**config.mk**
```make
export PLATFORM = sky130hd
export DESIGN_NAME = dht11_frame_reader
export DESIGN_NICKNAME = d
export VERILOG_FILES = /design/src/rtl/dht11_frame_reader.sv
export SDC_FILE = /design/constraint.sdc
export NUM_CORES = 1
export LEC_CHECK = 0
export BUFFER_PORTS_ARGS = -buffer_cell sky130_fd_sc_hd__clkbuf_2
export CORE_ASPECT_RATIO = 1.4
export CORE_UTILIZATION = 31
export CTS_BUF_LIST = sky130_fd_sc_hd__clkbuf_2 sky130_fd_sc_hd__clkbuf_4 sky130_fd_sc_hd__clkbuf_8
export CTS_CLUSTER_SIZE = 24
export DETAILED_ROUTE_END_ITERATION = 6
export SLEW_MARGIN = 20
export SYNTH_ARGS = -nofsm -noshare
export SYNTH_HDL_FRONTEND = slang
export SYNTH_SLANG_ARGS = --single-unit
```
**constraint.sdc**
```tcl
create_clock -name clk -period 8.4 [get_ports clk]
set_input_delay 0.84 -clock clk [delete_from_list [all_inputs] [get_ports clk]]
set_output_delay 0.84 -clock clk [all_outputs]
set_load 0.01 [all_outputs]
```
**src/rtl/dht11_frame_reader.sv**
```systemverilog
// rtl/dht11_frame_reader.sv - DHT11 single-wire frame reader (start pulse, preamble, 40-bit decode, checksum)
// Optional macro DHT11_GLITCH_FILTER_EN inserts a 3-sample agreement filter after the synchronizer.
module dht11_frame_reader #(
  parameter int CLKS_PER_US     = 25,
  parameter int START_LOW_US    = 18000,
  parameter int RELEASE_WAIT_US = 200,
  parameter int BIT_THRESH_US   = 40,
  parameter int TIMEOUT_US      = 150
) (
  input  logic        clk,
  input  logic        rst,
  input  logic        start,
  input  logic        dht_in,
  output logic        dht_oe,
  output logic        busy,
  output logic        valid,
  output logic        checksum_ok,
  output logic        timeout_err,
  output logic [39:0] data
);

  localparam int PW = (CLKS_PER_US > 1) ? $clog2(CLKS_PER_US) : 1;

  typedef enum logic [3:0] {
    IDLE, START_LOW, RELEASE, RESP_LOW, RESP_HIGH, BIT_LOW, BIT_HIGH, DONE, ERR
  } state_t;

  state_t state, next_state;

  logic [1:0]    sync_q;
  logic          line;
  logic          line_prev;
  logic          fall;
  logic          rise;
  logic [PW-1:0] presc;
  logic [15:0]   us_cnt;
  logic          us_tick;
  logic [5:0]    bit_cnt;
  logic [39:0]   shift;
  logic [39:0]   shift_next;
  logic          shift_en;
  logic          bit_val;
  logic [7:0]    sum8;

  // Line idles high through the pull-up, so the sampling chain resets to 1.
  always_ff @(posedge clk) begin
    if (rst) begin
      sync_q    <= 2'b11;
      line_prev <= 1'b1;
    end else begin
      sync_q    <= {sync_q[0], dht_in};
      line_prev <= line;
    end
  end

`ifdef DHT11_GLITCH_FILTER_EN
  logic [1:0] hist;
  logic       filt_q;

  always_ff @(posedge clk) begin
    if (rst) begin
      hist   <= 2'b11;
      filt_q <= 1'b1;
    end else begin
      hist   <= {hist[0], sync_q[1]};
      filt_q <= line;
    end
  end

  // Level follows the line only once three consecutive samples agree.
  assign line = (sync_q[1] == hist[0] && hist[0] == hist[1]) ? sync_q[1] : filt_q;
`else
  assign line = sync_q[1];
`endif

  assign fall       = line_prev & ~line;
  assign rise       = ~line_prev & line;
  assign us_tick    = (presc == PW'(CLKS_PER_US - 1));
  assign bit_val    = (us_cnt > 16'(BIT_THRESH_US));
  assign shift_next = {shift[38:0], bit_val};
  assign sum8       = shift_next[39:32] + shift_next[31:24] + shift_next[23:16] + shift_next[15:8];

  always_comb begin
    next_state  = state;
    dht_oe      = 1'b0;
    busy        = 1'b1;
    valid       = 1'b0;
    timeout_err = 1'b0;
    shift_en    = 1'b0;
    case (state)
      IDLE: begin
        busy = 1'b0;
        if (start) next_state = START_LOW;
      end
      START_LOW: begin
        dht_oe = 1'b1;
        if (us_cnt >= 16'(START_LOW_US)) next_state = RELEASE;
      end
      RELEASE: begin
        if (fall)                                  next_state = RESP_LOW;
        else if (us_cnt >= 16'(RELEASE_WAIT_US))   next_state = ERR;
      end
      RESP_LOW: begin
        if (rise)                                  next_state = RESP_HIGH;
        else if (us_cnt >= 16'(TIMEOUT_US))        next_state = ERR;
      end
      RESP_HIGH: begin
        if (fall)                                  next_state = BIT_LOW;
        else if (us_cnt >= 16'(TIMEOUT_US))        next_state = ERR;
      end
      BIT_LOW: begin
        if (rise)                                  next_state = BIT_HIGH;
        else if (us_cnt >= 16'(TIMEOUT_US))        next_state = ERR;
      end
      BIT_HIGH: begin
        if (fall) begin
          shift_en   = 1'b1;
          next_state = (bit_cnt == 6'd39) ? DONE : BIT_LOW;
        end else if (us_cnt >= 16'(TIMEOUT_US)) begin
          next_state = ERR;
        end
      end
      DONE: begin
        valid      = 1'b1;
        next_state = IDLE;
      end
      ERR: begin
        timeout_err = 1'b1;
        next_state  = IDLE;
      end
      default: next_state = IDLE;
    endcase
  end

  // Frame results are latched on the final falling edge so they are stable during the valid cycle.
  always_ff @(posedge clk) begin
    if (rst) begin
      state       <= IDLE;
      presc       <= '0;
      us_cnt      <= '0;
      bit_cnt     <= '0;
      shift       <= '0;
      data        <= '0;
      checksum_ok <= 1'b0;
    end else begin
      state <= next_state;
      if (next_state != state) begin
        presc  <= '0;
        us_cnt <= '0;
      end else if (us_tick) begin
        presc  <= '0;
        us_cnt <= us_cnt + 16'd1;
      end else begin
        presc  <= presc + 1'b1;
      end

      if (state == IDLE && start) begin
        bit_cnt <= '0;
        shift   <= '0;
      end else if (shift_en) begin
        shift   <= shift_next;
        bit_cnt <= bit_cnt + 6'd1;
        if (bit_cnt == 6'd39) begin
          data        <= shift_next;
          checksum_ok <= (sum8 == shift_next[7:0]);
        end
      end
    end
  end

endmodule
```
After elaboration in Yosys (flattened, before gate mapping)
Cells that the tools add are included.
Widths: inputs -> output; s select.
Storage, ports and cells
  flip-flop bits (word level): 114
  output and inout bits: 45
  word-level logic and storage cells: 59
Operators by class
  add/sub/neg operators: 6
  $lt $le $gt $ge: 4
  equal/unequal tests: 12
  muxes and demuxes: 17
  bitwise gates (word level): 5
  reductions and logical operators: 6
Operators with widths (count)
  $mux 4: 9
  $ge 16x8->1 const B: 2
  $pmux 4 s7: 1
  $add 8x8->8: 3
  $add 16x1->16 const B: 1
  $eq 4x3->1 const B: 4
  $ge 16x15->1 const B: 1
  $gt 16x6->1 const B: 1
  $eq 4x2->1 const B: 2
  $eq 8x8->1: 1
  $add 6x1->6 const B: 1
  $eq 6x6->1 const B: 1
  $mux 1: 6
  $add 5x1->5 const B: 1
  $eq 5x5->1 const B: 1
  $eq 4x1->1 const B: 1
  $eq 4x4->1 const B: 1
  $logic_not 4->1: 1
  $ne 4x4->1: 1
  $reduce_or 2->1: 2
  $not 1->1: 3
  $reduce_and 3->1: 1
  $reduce_or 3->1: 1
  $and 1x1->1: 2
  other kinds (2): 2

Logic depth before layout (Yosys ltp)
Gate-level depths: netlist of the first run.
  depth after elaboration: 6
  mapped depth: 10
  gate-level depth less buffers: 10

Least setup slack after synthesis of the first run
OpenSTA, ideal clock, no wires.
  kind: register -> register
  from: reg shift[8]
  to: reg checksum_ok
  setup time: 0.087 ns
  arrival time: 2.774 ns
  required time: 8.313 ns
  setup slack: 5.539 ns
  cell stages (with the launch flop): 11
  cells stage by stage: dfxtp_1 -> fa_1 -> fa_1 -> ha_1 -> inv_1 -> fa_1 -> nand2b_1 -> a211o_1 -> a21oi_1 -> o2111ai_1 -> o31ai_1
Between the ends
  word-level cells in the longest chain between the ends: 2
RTL lines
  start, declared: RTL line 39  | logic [39:0] shift;
  start signal, assigned: RTL line 161  | shift <= shift_next;
  $add 8x8->8: RTL line 81  | assign sum8 = shift_next[39:32] + shift_next[31:24] + shift_next[23:16] + shift_next[15:8];
  $eq 8x8->1: RTL line 165  | checksum_ok <= (sum8 == shift_next[7:0]);
  end signal, assigned: RTL line 165
  end, declared: RTL line 17  | output logic checksum_ok,
Every way passes these cells.
A chain may end at the register's enable or synchronous reset.

Worst setup path after layout of the first run
  from: reg shift[16]
  to: reg checksum_ok
Between the ends
  word-level cells in the longest chain between the ends: 3
RTL lines (RTL line)
  $add 8x8->8 (2 in a row): 81
  $eq 8x8->1: 165
Every way passes these cells.

==> results of run 1 <==
[power breakdown]
part	switching [W]	total [W]	internal (W)
clock	0.000232	0.000571	0.000338
combinational	0.0000221	0.0000316	0.00000948
sequential	0.00000327	0.000546	0.000543
total	0.000258	0.00115	0.000890
[metrics by stage]
stage	hold slack, ns	cell area (um^2)	setup WS [ns]	cells	power [W]
global placement	0.439	5820	5.42	901	0.000590
CTS	0.454	6270	5.37	933	0.00117
detailed placement	0.444	5820	5.38	901	0.000590
global route	0.473	6280	5.16	934	0.00119
finish	0.447	6280	5.39	934	0.00115
floorplan	0.389	5390	5.54	656	0.000581
[worst max-delay path by stage]
stage	from	end	slack (ns)
floorplan	shift[8]	checksum_ok	5.54
global placement	shift[8]	checksum_ok	5.42
detailed placement	shift[16]	checksum_ok	5.38
CTS	shift[16]	checksum_ok	5.37
global route	shift[16]	checksum_ok	5.16
finish	shift[16]	checksum_ok	5.39
[routing by layer]
| metal | up-vias | GRT usage | share of wire |
|---|---|---|---|
| met5 | - | 0 | 0 |
| met4 | 0 | 0.0658 | 0.020 |
| met3 | 18 | 0.0371 | 0.030 |
| li1 | 2271 | - | - |
| met1 | 2041 | 0.160 | 0.41 |
| met2 | 65 | 0.272 | 0.54 |
[cell usage after synthesis, types with 6 or more instances]
| library cell | n |
|---|---|
| nor3_1 | 21 |
| a21oi_1 | 92 |
| nor2_1 | 23 |
| inv_1 | 30 |
| nand4_1 | 9 |
| and3_1 | 8 |
| xnor2_1 | 22 |
| xor2_1 | 12 |
| nand2_1 | 173 |
| ha_1 | 12 |
| nand3_1 | 10 |
| fa_1 | 14 |
| o21ai_0 | 8 |
| buf_1 | 6 |
| nor4_2 | 6 |
| dfxtp_1 | 114 |
| clkbuf_1 | 32 |
[cells by family (layout without fill, tap and decap cells)]
kind of cell | Yosys count | in the layout | synth area share
AND/OR/NAND/NOR | 279 | 279 | 0.238
XOR/XNOR | 36 | 36 | 0.0636
adder cells (fa/ha/maj) | 26 | 26 | 0.0798
buffers and inverters | 72 | 118 | 0.0522
multiplexers | 2 | 2 | 0.00371
flip-flops | 114 | 114 | 0.423
AO/OA/AOI/OAI | 127 | 127 | 0.139
[worst register-to-register path: cells and delay by family (launching register included)]
kind,cells,cell delay (ns)
AO/OA/AOI/OAI,4,0.75
adder cells (fa/ha/maj),4,1.55
buffers and inverters,1,0.05
flip-flops,1,0.40
AND/OR/NAND/NOR,1,0.18
[registers in the layout, indices dropped and copies added (netlist names)]
name / flops
data: 40
shift: 39
us_cnt: 16
bit_cnt: 6
presc: 5
state: 4
sync_q: 2
checksum_ok: 1
line_prev: 1
[cell type report]
| cell class | instances | area (um^2) |
|---|---|---|
| inverter | 30 | 113 |
| timing repair buffer | 56 | 304 |
| clock buffer | 19 | 262 |
| multi-input combinational | 470 | 2850 |
| sequential | 114 | 2280 |
| fill | 1759 | 10600 |
| tap | 232 | 290 |
| clock inverter | 13 | 183 |
==> qor.txt, run 1 <==
Post-DR wirelength/cell - 13.3 um
Worst hold path depth - 2
Antenna violations before repair - 0
Clk Latency, worst-skew pair - 0.44 ns
Synth warnings - 0
Global-route usage over all layers - 0.149
RSZ-0062 raised after global routing - false
EDFF count, synth - 0
Buffers and inverters on the worst path - 1
Leading cell type in the layout, fill and taps excluded - nand2_1
Startpoint Class - register
FP Rows - 56
Die width - 113 um
PD cells - 183 nW/um^2
Htree depth - 4
Largest net degree at the start of global routing - 52
DRC - 0
Layout net count - 719
Max Freq - 0.332 GHz
Maxcap violations - 0
R2r startpoint - shift[16]
Sink Count - 114
DR vias/cell - 4.71
Worst Tran Pin Value - 0.582 ns
Synthesized cell area - 5390 um^2
Slack of the worst reg-to-reg path - 5.39 ns
Critical path type - reg2reg
Synth top area share - 0.423
Number of stages on the worst setup path - 10
Critical path, cell by cell - fa_1 > fa_1 > ha_1 > inv_1 > fa_1 > nand2b_1 > a211o_1 > a21oi_1 > o2111ai_1 > o31ai_1
# setup viols final - 0
Reg2Reg Depth - 10
Mapped Cells - 656
Max-slew violations - 0
Layout Skew - 0.00776 ns
Initial Utilization - 0.319
Crit path max-delay family - adder cells
Initial DRC count - 201
Top post-synthesis cells by area - dfxtp_1 (42%), nand2_1 (12%), a21oi_1 (8.5%)
CTS tree - yes
Synth Flop Type - dfxtp_1
Critical-path top delay cell - fa_1
First-pass GRT wire length - 20600 um
Synth cell types - 53
GRT Residual Overflow - 0
Area leader, netlist - dfxtp_1
P_leak - 2.27 nW
DP HPWL - 8660 um
# Post-CTS Setup Buffers - 0
Number of routed nets with antenna violations - 0
Critical Path RT - 8.75 ns
Final Hold Vio Count - 0
Fin Setup TNS - 0 ns
Number of diodes - 0
Post-cts sizing count - 0
Min-delay src - data[21]
Die ar. - 17900 um^2
Post-layout util - 0.372
RePlAce Congestion - 0.793
Hold/Removal Path Class - reg2reg
CP max stage delay - 0.52 ns
Synth Register Bits - 114
Most frequent cells in the layout - nand2_1 (173), dfxtp_1 (114), a21oi_1 (92)
CP most frequent cell - fa_1
Vias - 4395
Post-synth ARST share - 0
Status - finished clean
Clock tree buffer depth - 2
Worst slew margin - 0.602
Port bufs - 48
Maximum vdd drop - 0.0000647 V
Crit-path max FO - 4
WP data arrival - 3.36 ns
Period utilization - 0.358
Syn Area/Cell - 8.22 um^2
Register area share after synthesis - 0.423
Core Area - 16900 um^2
Clk root buf - clkbuf_8
DIE HEIGHT - 158 um
Hold EP - data[21]
Area grow syn2layout - 16.4%
Hold buffer count at cts - 0
Vias in the first global route - 4215
Share of layout cells above drive strength 1 - 0.152
Reg-to-Reg End - checksum_ok
CTS buffer count - 17
Drt total wl - 12400 um
Clock-pin slew on the worst setup and hold paths - 0.07 ns
Drt first pass iters - 4
# IOs - 49
Fin crit period - 3.01 ns
CP endpoint kind - register
Synth Net Count - 686
Note: power is estimated with default switching activity, not from simulation.
==> run 2, diff against run 1 <==
Settings changed: ABC_AREA set to 1.
Clock period 8.4 ns to 3.13 ns, I/O delays scaled along.
==> run 2 against run 1 <==
Compared with the run above: global-route usage decreased by 0.70 points; first-iteration DRC count is 3.5% higher; highest routed layer unchanged; via count up 6.1%; critical endpoint unchanged; setup slack got worse by 5.1 ns; maximum frequency rose by 4.2%; clock-buffer cell count down 1; area after synthesis up 3.3%; die area rose by 3.2%; largest power group is now registers; clock skew grew 0.0040 ns; combinational power grew to 2.8 times the previous value; clock power increased by 140%; register-to-register slack got worse by 5.1 ns.
==> qor.txt, run 2 <==
Status - finished clean
Fin Setup TNS - 0 ns (unchanged)
Clk Latency, worst-skew pair - 0.44 ns (about the same)
Slack of the worst reg-to-reg path - 0.24 ns (-5.15 ns)
Die ar. - 18500 um^2 (+3.2%)
P_leak - 2.75 nW (+21%)
Critical Path RT - 3.50 ns (-5.25 ns)
GRT Residual Overflow - 0 (unchanged)
Top-count cell post-synth - dfxtp_1
Post-DR wirelength/cell - 11.9 um (-10%)
CTS tree - yes
PD cells - 457 nW/um^2 (+150%)
Synth cell types - 37 (-30%)
Clk root buf - clkbuf_8
Most frequent cells in the layout - nor2_1 (112), dfxtp_1 (111), nand2_1 (108)
EDFF count, synth - 0 (unchanged)
Top reg by flops - data
Critical path type - reg2reg
Final cell count without fillers - 1026 (+9.9%)
Total power draw - 0.00291 W (+150%)
Reg2Reg Depth - 16 (+6)
Global-route usage over all layers - 0.142 (-0.00704)
Sink Count - 114 (unchanged)
DIE HEIGHT - 161 um (+1.6%)
Top Registers - data: 40 flops, shift: 39 flops, us_cnt: 16 flops
Top post-synthesis cells by area - dfxtp_1 (41%), o21ai_0 (7.6%), nor2_1 (7.5%)
Number of diodes - 0 (unchanged)
Worst slew margin - 0.421 (-0.182)
Core Area - 17500 um^2 (+3.5%)
Leading cell type in the layout, fill and taps excluded - nor2_1
Combinational power share - 0.031 (+0.003)
Largest net degree at the start of global routing - 58 (+12%)
Internal Power - 0.00215 W (+140%)
Period utilization - 0.923 (+0.564)
Synth warnings - 0 (unchanged)
Reg-to-Reg End - checksum_ok
Layout net count - 807 (+12%)
CP endpoint kind - register
DP HPWL - 8650 um (-0.10%)
RSZ-0062 raised after global routing - false
DRC - 0 (unchanged)
Post-layout util - 0.365 (-0.00690)
Vias in the first global route - 4334 (+2.8%)
RePlAce Congestion - 0.826 (+4.2%)
Share of layout cells above drive strength 1 - 0.168 (+0.0159)
First-pass GRT wire length - 20500 um (-0.44%)
Vias - 4663 (+6.1%)
Clock-pin slew on the worst setup and hold paths - 0.07 ns (about the same)
Hold/Removal Path Class - in2reg
Area leader, netlist - dfxtp_1
Worst hold path depth - 2 (unchanged)
Max Freq - 0.346 GHz (+4.2%)
Sequential fraction of design power - 0.501 (+0.025)
Filler cell count - 1842 (+4.7%)
Crit-path max FO - 4 (unchanged)
Final Hold Vio Count - 0 (unchanged)
Min-delay src - dht_in
Register area share after synthesis - 0.410 (-0.0134)
Multi-input gate area - 2810 um^2 (-1.4%)
Clock tree buffer depth - 2 (unchanged)
Mapped Cells - 734 (+12%)
Startpoint Class - register
Synthesized cell area - 5570 um^2 (+3.3%)
Drt total wl - 12200 um (-1.6%)
Synth Register Bits - 114 (unchanged)
Antenna violations before repair - 0 (unchanged)
Initial DRC count - 208 (+3.5%)
Synth top cells by count - dfxtp_1 (114), nor2_1 (112), nand2_1 (108)
Maximum vdd drop - 0.000335 V (+420%)
Syn Area/Cell - 7.59 um^2 (-7.7%)
# setup viols final - 0 (unchanged)
CTS buffer count - 17 (unchanged)
FP Rows - 57 (+1.8%)
Hold buffer count at cts - 0 (unchanged)
Sw frac - 0.261 (+0.0362)
Worst Tran Pin Value - 0.869 ns (+0.287 ns)
Synth Net Count - 764 (+11%)
Fin crit period - 2.89 ns (-0.121 ns)
Area grow syn2layout - 14.5%
Hold EP - sync_q[0]
Cell count after placement - 993 (+10%)
Htree depth - 4 (unchanged)
Number of routed nets with antenna violations - 0 (unchanged)
Layout Skew - 0.0118 ns (+0.00404 ns)
Largest register FFs - 40 (unchanged)
Synth top area share - 0.410 (-0.0134)
NetSw - 0.000759 W (+190%)
DR vias/cell - 4.54 (-3.4%)
R2r startpoint - shift[24]
# IOs - 49 (unchanged)
Drt first pass iters - 4 (unchanged)
Synth Flop Type - dfxtp_1
Initial Utilization - 0.319 (-0.000631)
Port bufs - 48 (unchanged)
Register Area - 2290 um^2 (+0.16%)
Maxcap violations - 0 (unchanged)
Die width - 115 um (+1.6%)
WP data arrival - 3.25 ns (-0.11 ns)
Post-synth ARST share - 0 (unchanged)
Clock share of power - 0.468 (-0.029)
Max-slew violations - 0 (unchanged)
==> run 2: changes by cell type in the layout (fill, tap and decap cells not counted), moves of 28 or more <==
cell	delta
nor2_1	+89
o21ai_0	+77
nand2_1	-65
inv_1	+51
a21oi_1	-33
nand3_1	+28
==> run 2: layout make-up <==
type	instances	area share
multi-input combinational	505	0.440
sequential	114	0.359
inverter	87	0.0512
tap	236	0.0463
timing repair buffer	52	0.0424
clock buffer	18	0.0389
clock inverter	14	0.0228
==> run 2: through the flow <==
| stage | area (um^2) | hold WS (ns) | setup slack, ns |
|---|---|---|---|
| 2_1_floorplan | 5570 | 0.382 | 0.326 |
| 3_3_place_gp | 5970 | 0.393 | 0.175 |
| 3_5_place_dp | 5970 | 0.397 | 0.109 |
| 4_1_cts | 6360 | 0.0296 | 0.0910 |
| 5_1_grt | 6380 | 0.0361 | 0.00716 |
| 6_report | 6380 | 0.0579 | 0.242 |
==> run 2: worst max-delay path by stage <==
| stage | startpoint | end | slack, ns | cells after the start |
|---|---|---|---|---|
| 6_report | shift[24] | checksum_ok | 0.24 | 16 |
| 5_1_grt | shift[24] | checksum_ok | 0.007 | 16 |
| 4_1_cts | shift[8] | checksum_ok | 0.09 | 16 |
| 3_5_place_dp | shift[8] | checksum_ok | 0.11 | 16 |
| 3_3_place_gp | shift[8] | checksum_ok | 0.18 | 16 |
| 2_1_floorplan | shift[8] | checksum_ok | 0.33 | 16 |
==> run 2: power groups by stage <==
| stage | Sequential, W | Clock [W] | Combinational (W) |
|---|---|---|---|
| global placement | 0.00149 | 0 | 0.0000908 |
| global route | 0.00146 | 0.00147 | 0.000102 |
| floorplan | 0.00149 | 0 | 0.0000719 |
| finish | 0.00146 | 0.00136 | 0.0000899 |
| CTS | 0.00146 | 0.00140 | 0.0000915 |
| detailed placement | 0.00149 | 0 | 0.0000914 |
==> run 2: logic make-up after synthesis <==
group                    count (synthesis)  synth area share
AND/OR/NAND/NOR                        314             0.263
AO/OA/AOI/OAI                          146             0.132
buffers and inverters                  115            0.0876
flip-flops                             114             0.410
adder cells (fa/ha/maj)                 26            0.0773
XOR/XNOR                                19            0.0299
==> run 2: what timing repair did <==
item	4_1_cts	5_1_grt
resized for setup	0	5
setup buffers	0	1
setup endpoints to repair	0	1
==> run 2: worst max-delay path, cell delays in order, from the launching register on <==
cell     delay, ns
dfxtp_2       0.34
fa_1          0.50
fa_1          0.51
ha_2          0.19
inv_1         0.06
fa_2          0.40
inv_1         0.07
nand3_1       0.10
nand2_1       0.10
nand2_1       0.05
nand3_1       0.07
nand2_1       0.05
a21oi_1       0.11
nand2_1       0.07
inv_1         0.05
nand3_1       0.06
a21oi_1       0.11
==> run 2: per-layer routing <==
layer  vias up  routed length [um]  track usage
li1       2438                   -            -
met1      2124                5470        0.163
met2        83                6090        0.250
met3        18                 431       0.0351
met4         0                 203       0.0508
met5         -                   0            0
==> run 3, diff against run 2 <==
Settings changed: RECOVER_POWER set to 25.
==> run 3 against run 2 <==
Compared with the run above: via count decreased by 0.54%; sequential cell count unchanged; wire length increased by 0.28%; clock skew about the same; highest routed layer unchanged; maximum frequency decreased by 0.16%; combinational power about the same; register-to-register slack about the same; first-iteration DRC count decreased by 7.2%; non-clock buffer count unchanged; critical endpoint unchanged; die area unchanged; worst hold slack got worse by 0.00064 ns.
==> qor.txt, run 3 (synthesis results as in run 2) <==
Status - finished clean
DP HPWL - 8650 um (unchanged)
Period utilization - 0.924 (+0.00150)
Initial Utilization - 0.319 (unchanged)
First-pass GRT wire length - 20500 um (unchanged)
Crit-path max FO - 4 (unchanged)
Clk root buf - clkbuf_8
Drt total wl - 12200 um (+0.28%)
Worst Tran Pin Value - 0.871 ns (+0.00213 ns)
Top Registers - data: 40 flops, shift: 39 flops, us_cnt: 16 flops
Most frequent cells in the layout - nor2_1 (112), dfxtp_1 (111), nand2_1 (108)
Share of layout cells above drive strength 1 - 0.122 (-0.0468)
WP data arrival - 3.26 ns (about the same)
# setup viols final - 0 (unchanged)
Placed cell area - 5970 um^2 (unchanged)
# IOs - 49 (unchanged)
Die width - 115 um (unchanged)
Fin Setup TNS - 0 ns (unchanged)
Top reg by flops - data
Layout net count - 807 (unchanged)
Layout Skew - 0.0120 ns (+0.000171 ns)
Drt first pass iters - 6 (+2)
Sink Count - 114 (unchanged)
DIE HEIGHT - 161 um (unchanged)
Antenna violations before repair - 0 (unchanged)
Critical path type - reg2reg
RePlAce Congestion - 0.826 (unchanged)
Max-slew violations - 0 (unchanged)
Fin crit period - 2.89 ns (+0.00468 ns)
Initial DRC count - 193 (-7.2%)
Hold_ws - 0.0573 ns (-0.000637 ns)
Critical Path RT - 3.49 ns (about the same)
Hold/Removal Path Class - in2reg
Filler cell count - 1855 (+0.71%)
CTS tree - yes
Worst slew margin - 0.419 (-0.00142)
Register Area - 2290 um^2 (unchanged)
Area grow syn2layout - 13.6%
Startpoint Class - register
GRT Residual Overflow - 0 (unchanged)
P_leak - 2.62 nW (-4.7%)
Maxcap violations - 0 (unchanged)
Global-route usage over all layers - 0.142 (unchanged)
Core Area - 17500 um^2 (unchanged)
Die ar. - 18500 um^2 (unchanged)
CTS buffer count - 17 (unchanged)
Post-DR wirelength/cell - 11.9 um (+0.28%)
Clk Latency, worst-skew pair - 0.44 ns (about the same)
DRC - 0 (unchanged)
Clock tree buffer depth - 2 (unchanged)
Port bufs - 48 (unchanged)
Number of routed nets with antenna violations - 0 (unchanged)
Vias - 4638 (-0.54%)
Place WS - 0.109 ns (unchanged)
Number of diodes - 0 (unchanged)
RSZ-0062 raised after global routing - false
Multi-input gate area - 2810 um^2 (unchanged)
Largest net degree at the start of global routing - 58 (unchanged)
Max Freq - 0.346 GHz (-0.16%)
FP Rows - 57 (unchanged)
Maximum vdd drop - 0.000338 V (+1.2%)
Design area - 6330 um^2 (-0.73%)
Post-layout util - 0.362 (-0.00265)
CP endpoint kind - register
Worst setup margin - 0.238 ns (-0.00468 ns)
Vias in the first global route - 4334 (unchanged)
PD cells - 461 nW/um^2 (+0.79%)
Hold buffer count at cts - 0 (unchanged)
Leading cell type in the layout, fill and taps excluded - nor2_1
DR vias/cell - 4.52 (-0.54%)
Htree depth - 4 (unchanged)
Largest register FFs - 40 (unchanged)
Final Hold Vio Count - 0 (unchanged)
Clock-pin slew on the worst setup and hold paths - 0.07 ns (about the same)
-- run 3: cell counts in the layout (fill, tap and decap cells not counted) --
Identical to the previous run, type by type.
-- run 3: final timing paths --
path	to	cells past startpoint	from	slack [ns]
hold reg to reg	sync_q[1]	1	sync_q[0]	0.41
setup / recovery	checksum_ok	16	shift[24]	0.24
hold / removal	sync_q[0]	2	dht_in	0.06
setup reg to reg	checksum_ok	16	shift[24]	0.24
-- run 3: cell type report --
cell class,count,area share
clock buffers,18,0.0391
clock inverters,14,0.0229
inverters,87,0.0516
multi-input cells,505,0.443
flip-flops and latches,114,0.361
well taps,236,0.0466
repair buffers,52,0.0354
-- run 3: metal layers --
layer | track usage | vias up | wire length, um
met5 | 0 | - | 0
met4 | 0.0508 | 0 | 203
met3 | 0.0351 | 18 | 385
met2 | 0.250 | 71 | 6100
met1 | 0.163 | 2116 | 5540
li1 | - | 2433 | -
-- run 3: report_power, final --
group	switching [W]	total [W]	internal (W)
combinational	0.0000655	0.0000901	0.0000246
sequential	0.00000574	0.00146	0.00145
clock	0.000690	0.00136	0.000675
-- run 3: per-stage QoR --
stage | total power (W) | std cells
after CTS | 0.00295 | 1025
after floorplan | 0.00156 | 734
after detailed placement | 0.00159 | 993
after global routing | 0.00303 | 1026
after global placement | 0.00158 | 993
final | 0.00292 | 1026
-- run 3: worst max-delay path: stages (launching register included) --
cell and delay [ns]:
dfxtp_2 0.34, fa_1 0.50, fa_1 0.51, ha_2 0.19, inv_1 0.06, fa_2 0.40, inv_1 0.07, nand3_1 0.09
nand2_1 0.10, nand2_1 0.05, nand3_1 0.07, nand2_1 0.05, a21oi_1 0.11, nand2_1 0.07, inv_1 0.05, nand3_1 0.06
a21oi_1 0.11
-- run 3: repair_timing --
action	4_1_cts	5_1_grt
hold endpoints to repair	0	0
endpoints found under the setup margin	0	1
buffers inserted	0	1
resized for setup	0	5
